$ cat src/rtl/mips_mc_pkg.sv
// mips_mc_pkg: shared encodings for the multi-cycle MIPS controller.
//   - state_t    : 4-bit FSM state encoding (also exported on state_dbg)
//   - OP_*       : instruction opcodes, IR[31:26]
//   - FN_*       : R-type funct codes, IR[5:0]
//   - ALU_*      : 4-bit ALU operation codes driven to the datapath ALU
//   - ALUOP_*    : internal 2-bit alu_op from the main FSM to the ALU decoder
package mips_mc_pkg;

  typedef enum logic [3:0] {
    S_IDLE    = 4'd0,
    S_FETCH   = 4'd1,
    S_DECODE  = 4'd2,
    S_MEMADR  = 4'd3,
    S_MEMRD   = 4'd4,
    S_MEMWB   = 4'd5,
    S_MEMWR   = 4'd6,
    S_EXECUTE = 4'd7,
    S_ALUWB   = 4'd8,
    S_BRANCH  = 4'd9,
    S_ADDIEX  = 4'd10,
    S_ADDIWB  = 4'd11,
    S_JUMP    = 4'd12
  } state_t;

  localparam logic [5:0] OP_RTYPE = 6'b000000;
  localparam logic [5:0] OP_LW    = 6'b100011;
  localparam logic [5:0] OP_SW    = 6'b101011;
  localparam logic [5:0] OP_BEQ   = 6'b000100;
  localparam logic [5:0] OP_ADDI  = 6'b001000;
  localparam logic [5:0] OP_J     = 6'b000010;

  localparam logic [5:0] FN_ADD = 6'b100000;
  localparam logic [5:0] FN_SUB = 6'b100010;
  localparam logic [5:0] FN_AND = 6'b100100;
  localparam logic [5:0] FN_OR  = 6'b100101;
  localparam logic [5:0] FN_SLT = 6'b101010;

  localparam logic [3:0] ALU_ADD = 4'b0010;
  localparam logic [3:0] ALU_SUB = 4'b0110;
  localparam logic [3:0] ALU_AND = 4'b0000;
  localparam logic [3:0] ALU_OR  = 4'b0001;
  localparam logic [3:0] ALU_SLT = 4'b0111;
  localparam logic [3:0] ALU_NOP = 4'b1111;

  localparam logic [1:0] ALUOP_ADD   = 2'b00;
  localparam logic [1:0] ALUOP_SUB   = 2'b01;
  localparam logic [1:0] ALUOP_FUNCT = 2'b10;

  // True when funct names an R-type operation the ALU implements.
  function automatic logic funct_supported(input logic [5:0] funct);
    case (funct)
      FN_ADD, FN_SUB, FN_AND, FN_OR, FN_SLT: funct_supported = 1'b1;
      default:                               funct_supported = 1'b0;
    endcase
  endfunction

endpackage

$ cat src/rtl/mips_alu_decoder.sv
// mips_alu_decoder: combinational ALU-control decoder.
//   alu_op   in  2  operation class from the main FSM (add / sub / by funct)
//   funct    in  6  IR[5:0], consulted only when alu_op selects funct
//   alu_ctrl out 4  ALU operation code; unknown funct yields ALU_NOP
module mips_alu_decoder
  import mips_mc_pkg::*;
(
  input  logic [1:0] alu_op,
  input  logic [5:0] funct,
  output logic [3:0] alu_ctrl
);

  always_comb begin
    alu_ctrl = ALU_ADD;
    case (alu_op)
      ALUOP_ADD: alu_ctrl = ALU_ADD;
      ALUOP_SUB: alu_ctrl = ALU_SUB;
      ALUOP_FUNCT: begin
        case (funct)
          FN_ADD:  alu_ctrl = ALU_ADD;
          FN_SUB:  alu_ctrl = ALU_SUB;
          FN_AND:  alu_ctrl = ALU_AND;
          FN_OR:   alu_ctrl = ALU_OR;
          FN_SLT:  alu_ctrl = ALU_SLT;
          default: alu_ctrl = ALU_NOP;
        endcase
      end
      default: alu_ctrl = ALU_ADD;
    endcase
  end

endmodule

$ cat src/rtl/mips_mc_control.sv
// mips_mc_control: multi-cycle MIPS main controller (Moore FSM) plus ALU
// control. Sequences fetch/decode/execute/memory/writeback and drives every
// datapath select and enable.
//   clk, rst_n        clock, asynchronous active-low reset (to IDLE)
//   opcode, funct     IR fields (stable after FETCH)
//   zero              ALU zero flag, used only in BRANCH
//   mem_ready         memory finishes the current access this cycle
//   pc_en, ir_write, i_or_d, mem_write, reg_write, reg_dst, mem_to_reg,
//   alu_src_a, alu_src_b, pc_src, alu_ctrl   datapath controls
//   illegal_instr     one-cycle pulse in DECODE on unsupported opcode/funct
//   state_dbg         current state encoding
module mips_mc_control
  import mips_mc_pkg::*;
(
  input  logic       clk,
  input  logic       rst_n,
  input  logic [5:0] opcode,
  input  logic [5:0] funct,
  input  logic       zero,
  input  logic       mem_ready,
  output logic       pc_en,
  output logic       ir_write,
  output logic       i_or_d,
  output logic       mem_write,
  output logic       reg_write,
  output logic       reg_dst,
  output logic       mem_to_reg,
  output logic       alu_src_a,
  output logic [1:0] alu_src_b,
  output logic [1:0] pc_src,
  output logic [3:0] alu_ctrl,
  output logic       illegal_instr,
  output logic [3:0] state_dbg
);

  state_t     state;
  state_t     next_state;
  logic       pc_write;
  logic       branch;
  logic [1:0] alu_op;

  always_ff @(posedge clk or negedge rst_n) begin
    if (!rst_n) state <= S_IDLE;
    else        state <= next_state;
  end

  always_comb begin
    next_state = state;
    case (state)
      S_IDLE:  next_state = S_FETCH;
      S_FETCH: next_state = mem_ready ? S_DECODE : S_FETCH;
      S_DECODE: begin
        case (opcode)
          OP_LW, OP_SW: next_state = S_MEMADR;
          OP_RTYPE:     next_state = S_EXECUTE;
          OP_BEQ:       next_state = S_BRANCH;
          OP_ADDI:      next_state = S_ADDIEX;
          OP_J:         next_state = S_JUMP;
          default:      next_state = S_FETCH;
        endcase
      end
      S_MEMADR: begin
        case (opcode)
          OP_LW:   next_state = S_MEMRD;
          OP_SW:   next_state = S_MEMWR;
          default: next_state = S_FETCH;
        endcase
      end
      S_MEMRD:   next_state = mem_ready ? S_MEMWB : S_MEMRD;
      S_MEMWB:   next_state = S_FETCH;
      S_MEMWR:   next_state = mem_ready ? S_FETCH : S_MEMWR;
      S_EXECUTE: next_state = S_ALUWB;
      S_ALUWB:   next_state = S_FETCH;
      S_BRANCH:  next_state = S_FETCH;
      S_ADDIEX:  next_state = S_ADDIWB;
      S_ADDIWB:  next_state = S_FETCH;
      S_JUMP:    next_state = S_FETCH;
      default:   next_state = S_IDLE;
    endcase
  end

  always_comb begin
    ir_write      = 1'b0;
    pc_write      = 1'b0;
    branch        = 1'b0;
    i_or_d        = 1'b0;
    mem_write     = 1'b0;
    reg_write     = 1'b0;
    reg_dst       = 1'b0;
    mem_to_reg    = 1'b0;
    alu_src_a     = 1'b0;
    alu_src_b     = 2'b00;
    pc_src        = 2'b00;
    alu_op        = ALUOP_ADD;
    illegal_instr = 1'b0;
    case (state)
      S_FETCH: begin
        // PC+4 and IR capture only land once memory returns the word.
        alu_src_b = 2'b01;
        ir_write  = mem_ready;
        pc_write  = mem_ready;
      end
      S_DECODE: begin
        // Speculative branch target into ALUOut.
        alu_src_b = 2'b11;
        case (opcode)
          OP_LW, OP_SW, OP_BEQ, OP_ADDI, OP_J: illegal_instr = 1'b0;
          OP_RTYPE: illegal_instr = ~funct_supported(funct);
          default:  illegal_instr = 1'b1;
        endcase
      end
      S_MEMADR: begin
        alu_src_a = 1'b1;
        alu_src_b = 2'b10;
      end
      S_MEMRD: i_or_d = 1'b1;
      S_MEMWB: begin
        mem_to_reg = 1'b1;
        reg_write  = 1'b1;
      end
      S_MEMWR: begin
        i_or_d    = 1'b1;
        mem_write = 1'b1;
      end
      S_EXECUTE: begin
        alu_src_a = 1'b1;
        alu_op    = ALUOP_FUNCT;
      end
      S_ALUWB: begin
        reg_dst   = 1'b1;
        reg_write = 1'b1;
      end
      S_BRANCH: begin
        alu_src_a = 1'b1;
        alu_op    = ALUOP_SUB;
        branch    = 1'b1;
        pc_src    = 2'b01;
      end
      S_ADDIEX: begin
        alu_src_a = 1'b1;
        alu_src_b = 2'b10;
      end
      S_ADDIWB: reg_write = 1'b1;
      S_JUMP: begin
        pc_src   = 2'b10;
        pc_write = 1'b1;
      end
      default: ;
    endcase
  end

  assign pc_en     = pc_write | (branch & zero);
  assign state_dbg = state;

  mips_alu_decoder u_alu_decoder (
    .alu_op   (alu_op),
    .funct    (funct),
    .alu_ctrl (alu_ctrl)
  );

endmodule

$ cat config.mk
export PLATFORM = sky130hd
export DESIGN_NAME = mips_mc_control
export DESIGN_NICKNAME = d
export VERILOG_FILES = /design/src/rtl/mips_mc_pkg.sv /design/src/rtl/mips_alu_decoder.sv /design/src/rtl/mips_mc_control.sv
export SDC_FILE = /design/constraint.sdc
export NUM_CORES = 1
export LEC_CHECK = 0
export CORE_MARGIN = 10
export CORE_UTILIZATION = 33
export CTS_BUF_LIST = sky130_fd_sc_hd__clkbuf_4 sky130_fd_sc_hd__clkbuf_8 sky130_fd_sc_hd__clkbuf_16
export DETAILED_ROUTE_END_ITERATION = 16
export HOLD_SLACK_MARGIN = 0.12
export PLACE_DENSITY_LB_ADDON = 0.05
export SLEW_MARGIN = 10
export SYNTH_ARGS = -nofsm -noshare
export SYNTH_HDL_FRONTEND = slang
export SYNTH_SLANG_ARGS = --single-unit
$ cat constraint.sdc
create_clock -name clk -period 1.6 [get_ports clk]
set_clock_uncertainty 0.05 [all_clocks]
set_input_delay 0.24 -clock clk [delete_from_list [all_inputs] [get_ports clk]]
set_output_delay 0.24 -clock clk [all_outputs]
set_load 0.01 [all_outputs]
# [Yosys cells after proc, flatten, opt, wreduce, memory -nomap -nowiden]
# Index checks and enable logic that the tools add are counted.
[word_totals] regBits=4 input_bits=16
[op_classes] n_eq_ne=24 n_mux=25 n_bitwise=3 reduce_logical=10
[ops] cell="== test 6 bit, second input constant" count=7
[ops] cell="case mux 4 bit (5 select lines)" count=2
[ops] cell="case mux 4 bit (8 select lines)" count=1
[ops] cell="== test 4 bit, second input constant" count=5
[ops] cell="== test 4 x 3 -> 1 bit, second input constant" count=4
[ops] cell="two-way mux 1 bit" count=13
[ops] cell="OR reduction 5 bit" count=2
[ops] cell="== test 4 x 2 -> 1 bit, second input constant" count=2
[ops] cell="case mux 2 bit (2 select lines)" count=2
[ops] cell="case mux 4 bit (2 select lines)" count=1
[ops] cell="== test 6 x 2 -> 1 bit, second input constant" count=1
[ops] cell="== test 6 x 3 -> 1 bit, second input constant" count=1
[ops] cell="== test 6 x 4 -> 1 bit, second input constant" count=1
[ops] cell="logical NOT 6 bit" count=1
[ops] cell="case mux 2 bit (3 select lines)" count=1
[ops] cell="case mux 3 bit (2 select lines)" count=1
[ops] cell="OR reduction 2 bit" count=3
[ops] cell="OR reduction 6 bit" count=1
[ops] cell="== test 4 x 1 -> 1 bit, second input constant" count=1
[ops] cell="logical NOT 4 bit" count=1
[ops] cell="case mux 1 bit (2 select lines)" count=2
[ops] cell="OR reduction 4 bit" count=1
[ops] cell="two-way mux 3 bit" count=1
[ops] cell="OR reduction 3 bit" count=1
[ops] cell="6 further kinds" count=6

# [Longest topological paths before layout]
[depth] ltp_word=8 ltp_mapped=7 mapped_depth_nobuf=6

# [By module]
# From an unflattened synthesis, not the netlist that was laid out.
[hier_totals] hier_cells=89 hier_area_um2=701.9
[by_module_without_submodules] mod="mips_mc_control" instances=1 cells_per_inst=70 area_each_um2=545.5
[by_module_without_submodules] mod="mips_alu_decoder" instances=1 cells_per_inst=19 area_each_um2=156.4

# [Worst setup path before layout]
# No wires, ideal clock.
[synth_timing] kind="register to output" startpoint="register state[0] (netlist: state_dbg[0])" endpoint="output alu_ctrl[0]" t_arrival_ps=1566 slack_ps=-256 path_stages_with_launch=8 n_path_buf=2 path_cell_list="dfrtp_1 > clkbuf_1 > buf_2 > nand3_1 > inv_1 > ha_1 > nand2b_1 > a21oi_1"
[synth_between] elab_chain_len=4 elab_cells_between_ends=6 cone_classes="eq/ne (4); mux (2)"
[synth_lines] element="start, declared" line="mips_mc_control.sv:36" rtl="state_t state;"
[synth_lines] element="start signal, assigned" line="mips_mc_control.sv:44" rtl="else state <= next_state;"
[synth_lines] element="== test 4 bit / == test 4 x 3 -> 1 bit (equally long branches)" line="mips_mc_control.sv:96" rtl="case (state)"
[synth_lines] element="case mux 2 bit (2 select lines) *" line="mips_mc_control.sv:96"
[synth_lines] element="== test 2 bit / == test 2 x 1 -> 1 bit (equally long branches)" line="mips_alu_decoder.sv:15" rtl="case (alu_op)"
[synth_lines] element="case mux 4 bit (2 select lines) *" line="mips_alu_decoder.sv:15"
[synth_lines] element="end, declared" line="mips_mc_control.sv:31" rtl="output logic [3:0] alu_ctrl,"
# Mark *: on every way between the ends. The rest lies on a longest branch, timed or not.

# [Worst setup path after layout]
[layout_timing] startpoint="register state[2] (netlist: state_dbg[2])" endpoint="output alu_ctrl[2]"
# Same word-level chain as after synthesis.

==> summary.md <==
| Metric | Value |
|---|---|
| Final hold vios | 0 |
| Cell area after synthesis | 618 um2 |
| Final wirelength | 3.31 mm |
| Setup Crit Path Kind | reg -> out |
| Min Tclk post-route | 1.92 ns |
| Final critical-path setup slack | -0.323 ns |
| Area Overhead vs Synth | 147% |
| Max Freq | 520 MHz |
| Yosys cell types | 31 |
| Worst Hold Class | in -> async |
| Row cnt | 15 |
| MaxCap Viol Count | 0 |
| Number of global-route vias before repair | 1105 |
| TritonCTS buffer count | 3 |
| ANT cells | 0 |
| Commonest cells post-synth | 13 x nand2_1, 9 x nor2_1, 6 x nand2b_1, 6 x nor3_1, 6 x o21ai_0 |
| Post-Syn Instances | 95 |
| 1st-iter DRT viols | 38 |
| Routed via count | 1073 |
| Post-layout net count | 198 |
| Drt first pass iters | 4 |
| Worst slew margin | 77.2% |
| Top-count cell post-synth | nand2_1 |
| First-pass GRT wire length | 4.73 mm |
| Clock-pin slew of the registers on the worst-case setup and hold paths | 0.05 ns |
| Antenna violations before repair | 0 |
| Worst-margin pin slew | 0.337 ns |
| Initial Util | 35.4% |
| Tot GR Track Use | 14.0% |
| Asr flop ratio synth | 100% |
| Failing checks | setup timing |
| Final GP Congestion | 0.883 |
| Finished layout cell area | 1530 um2 |
| Final design utilization | 87.6% |
| Pins over their slew limit | 0 |
| Die Span X | 63.3 um |
| CTS tree | yes |
| CTS hold repair buffers | 0 |
| Root Driver | clkbuf_4 |
| Register area share after synthesis | 16.2% |
| Worst path required time | 1.31 ns |
| Drt wl/cell | 16.2 um |
| Largest net degree at the start of global routing | 10 |
| Ranking of synthesized cells by area | dfrtp_1 16%, nand2_1 7.9%, nand2b_1 6.1% |
| Total grt overflow | 0 |
| Worst-Skew Late Latency | 0.25 ns |
| Die area | 4000 um2 |
| Placeable Area | 1750 um2 |
| Number of synthesized flops with an enable pin | 0 |
| Pwr/cell area | 817 nW/um2 |
| H-tree depth | 1 |
| Seq cells post-synth | 4 |
| Period utilization | 120% |
| # setup viols final | 15 |
| Run status | complete, but fails checks |
| Max IR drop VDD | 0.559 mV |
| Lkg Pwr | 0.758 nW |
| Arrival @ worst endpoint | 1.63 ns |
| Cell taking the most area after synthesis | dfrtp_1 |
| RSZ-0062 raised after global routing | true |
| Crit path launch type | register |
| Synth top area share | 16.2% |
| YS warnings | 0 |
| Average cell area after synthesis | 6.51 um2 |
| Crit path capture type | output port |
| Final hold slack | 0.140 ns |
| IO Pins | 37 |
| Post-route DRC | 0 |
| Die Ht | 63.3 um |
| CTS Sinks | 4 |
| Layout cells sized above 1 | 58.7% |
| Post-route ant nets | 0 |
| Placed Area | 1320 um2 |
| Avg Vias per Cell | 5.26 |
| Deepest clock path buffer count | 2 |
| Net count after synthesis | 113 |
| Main synth FF type | dfrtp_1 |
| HPWL after DPL | 2.11 mm |
| Max FFs per register | 4 |
| I/O Buffers | 36 |
| Crit-path max FO | 3 |
## metal layers
metal / wire length (um) / GRT usage, % / part of all wire (%)
met5: 0 / 0 / 0
met4: 114 / 5.46 / 3.4
met3: 176 / 2.12 / 5.3
met2: 1790 / 28.7 / 54
met1: 1240 / 13.3 / 37
## metrics by stage
stage | std cells | power [mW] | setup WS, ns | TNS, ns
6_report | 204 | 1.25 | -0.323 | -2.76
3_3_place_gp | 188 | 0.872 | -0.806 | -5.77
3_5_place_dp | 188 | 0.882 | -0.824 | -6.21
4_1_cts | 201 | 1.15 | -0.293 | -1.93
2_1_floorplan | 95 | 0.505 | -0.0368 | -0.0370
5_1_grt | 204 | 1.32 | -0.380 | -3.70
## repair_timing
| action | 4_1_cts | 5_1_grt |
|---|---|---|
| resized for setup | 115 | 17 |
| pin swaps | 6 | 6 |
| setup endpoints to repair | 21 | 18 |
| setup buffers | 9 | 3 |
## critical path, cell delays in order (launching register included)
cell     delay, ns
dfrtp_2       0.40
nor2b_4       0.20
nand3_4       0.10
buf_6         0.13
ha_4          0.15
buf_4         0.13
a21oi_2       0.09
nor2_1        0.05
buf_2         0.13
## power breakdown
part	internal, mW	switching [mW]
sequential	0.125	0.0233
combinational	0.480	0.458
clock	0.111	0.0515
## cells in the final DEF (no fill, tap or decap), drive strengths merged, types with 4 or more instances in the layout
| cell type | count |
|---|---|
| nand3 | 5 |
| nand2b | 6 |
| buf | 66 |
| inv | 5 |
| nor2b | 4 |
| nor2 | 9 |
| o21ai | 6 |
| clkbuf | 4 |
| a21oi | 4 |
| nor3 | 6 |
| dfrtp | 4 |
| nand2 | 13 |
| dlygate4sd2 | 16 |
## final timing paths
kind / startpoint / slack [ns] / to / depth (start not counted)
min in group clk: opcode[3] / 0.51 / state_dbg[2]$_DFF_PN0_ / 3
worst max-delay path: state_dbg[2]$_DFF_PN0_ / -0.32 / alu_ctrl[2] / 8
worst min register to register: state_dbg[0]$_DFF_PN0_ / 0.72 / state_dbg[0]$_DFF_PN0_ / 4
worst min-delay path: rst_n / 0.14 / state_dbg[3]$_DFF_PN0_ / 1
max in group asynchronous: rst_n / 1.18 / state_dbg[2]$_DFF_PN0_ / 1
worst max register to register: state_dbg[3]$_DFF_PN0_ / 0.02 / state_dbg[1]$_DFF_PN0_ / 7
## final cells by class
| type | count | area [um2] |
|---|---|---|
| fill | 99 | 216 |
| clock buffer | 4 | 30.0 |
| multi-input combinational | 81 | 657 |
| sequential | 4 | 103 |
| timing repair buffer | 85 | 689 |
| inverter | 5 | 18.8 |
| tap | 25 | 31.3 |
## logic make-up (layout without fill, tap and decap cells)
family | Yosys count | count (layout) | share of synthesized area, %
buffers and inverters | 10 | 94 | 6.88
muxes | 3 | 3 | 4.86
AOI/OAI and AO/OA | 21 | 21 | 21.7
and+or+nand+nor | 53 | 53 | 43.5
xor gates and xnor gates | 2 | 2 | 2.83
DFF | 4 | 4 | 16.2
adders and majority gates | 2 | 2 | 4.05
Note: power is estimated with default switching activity, not from simulation.
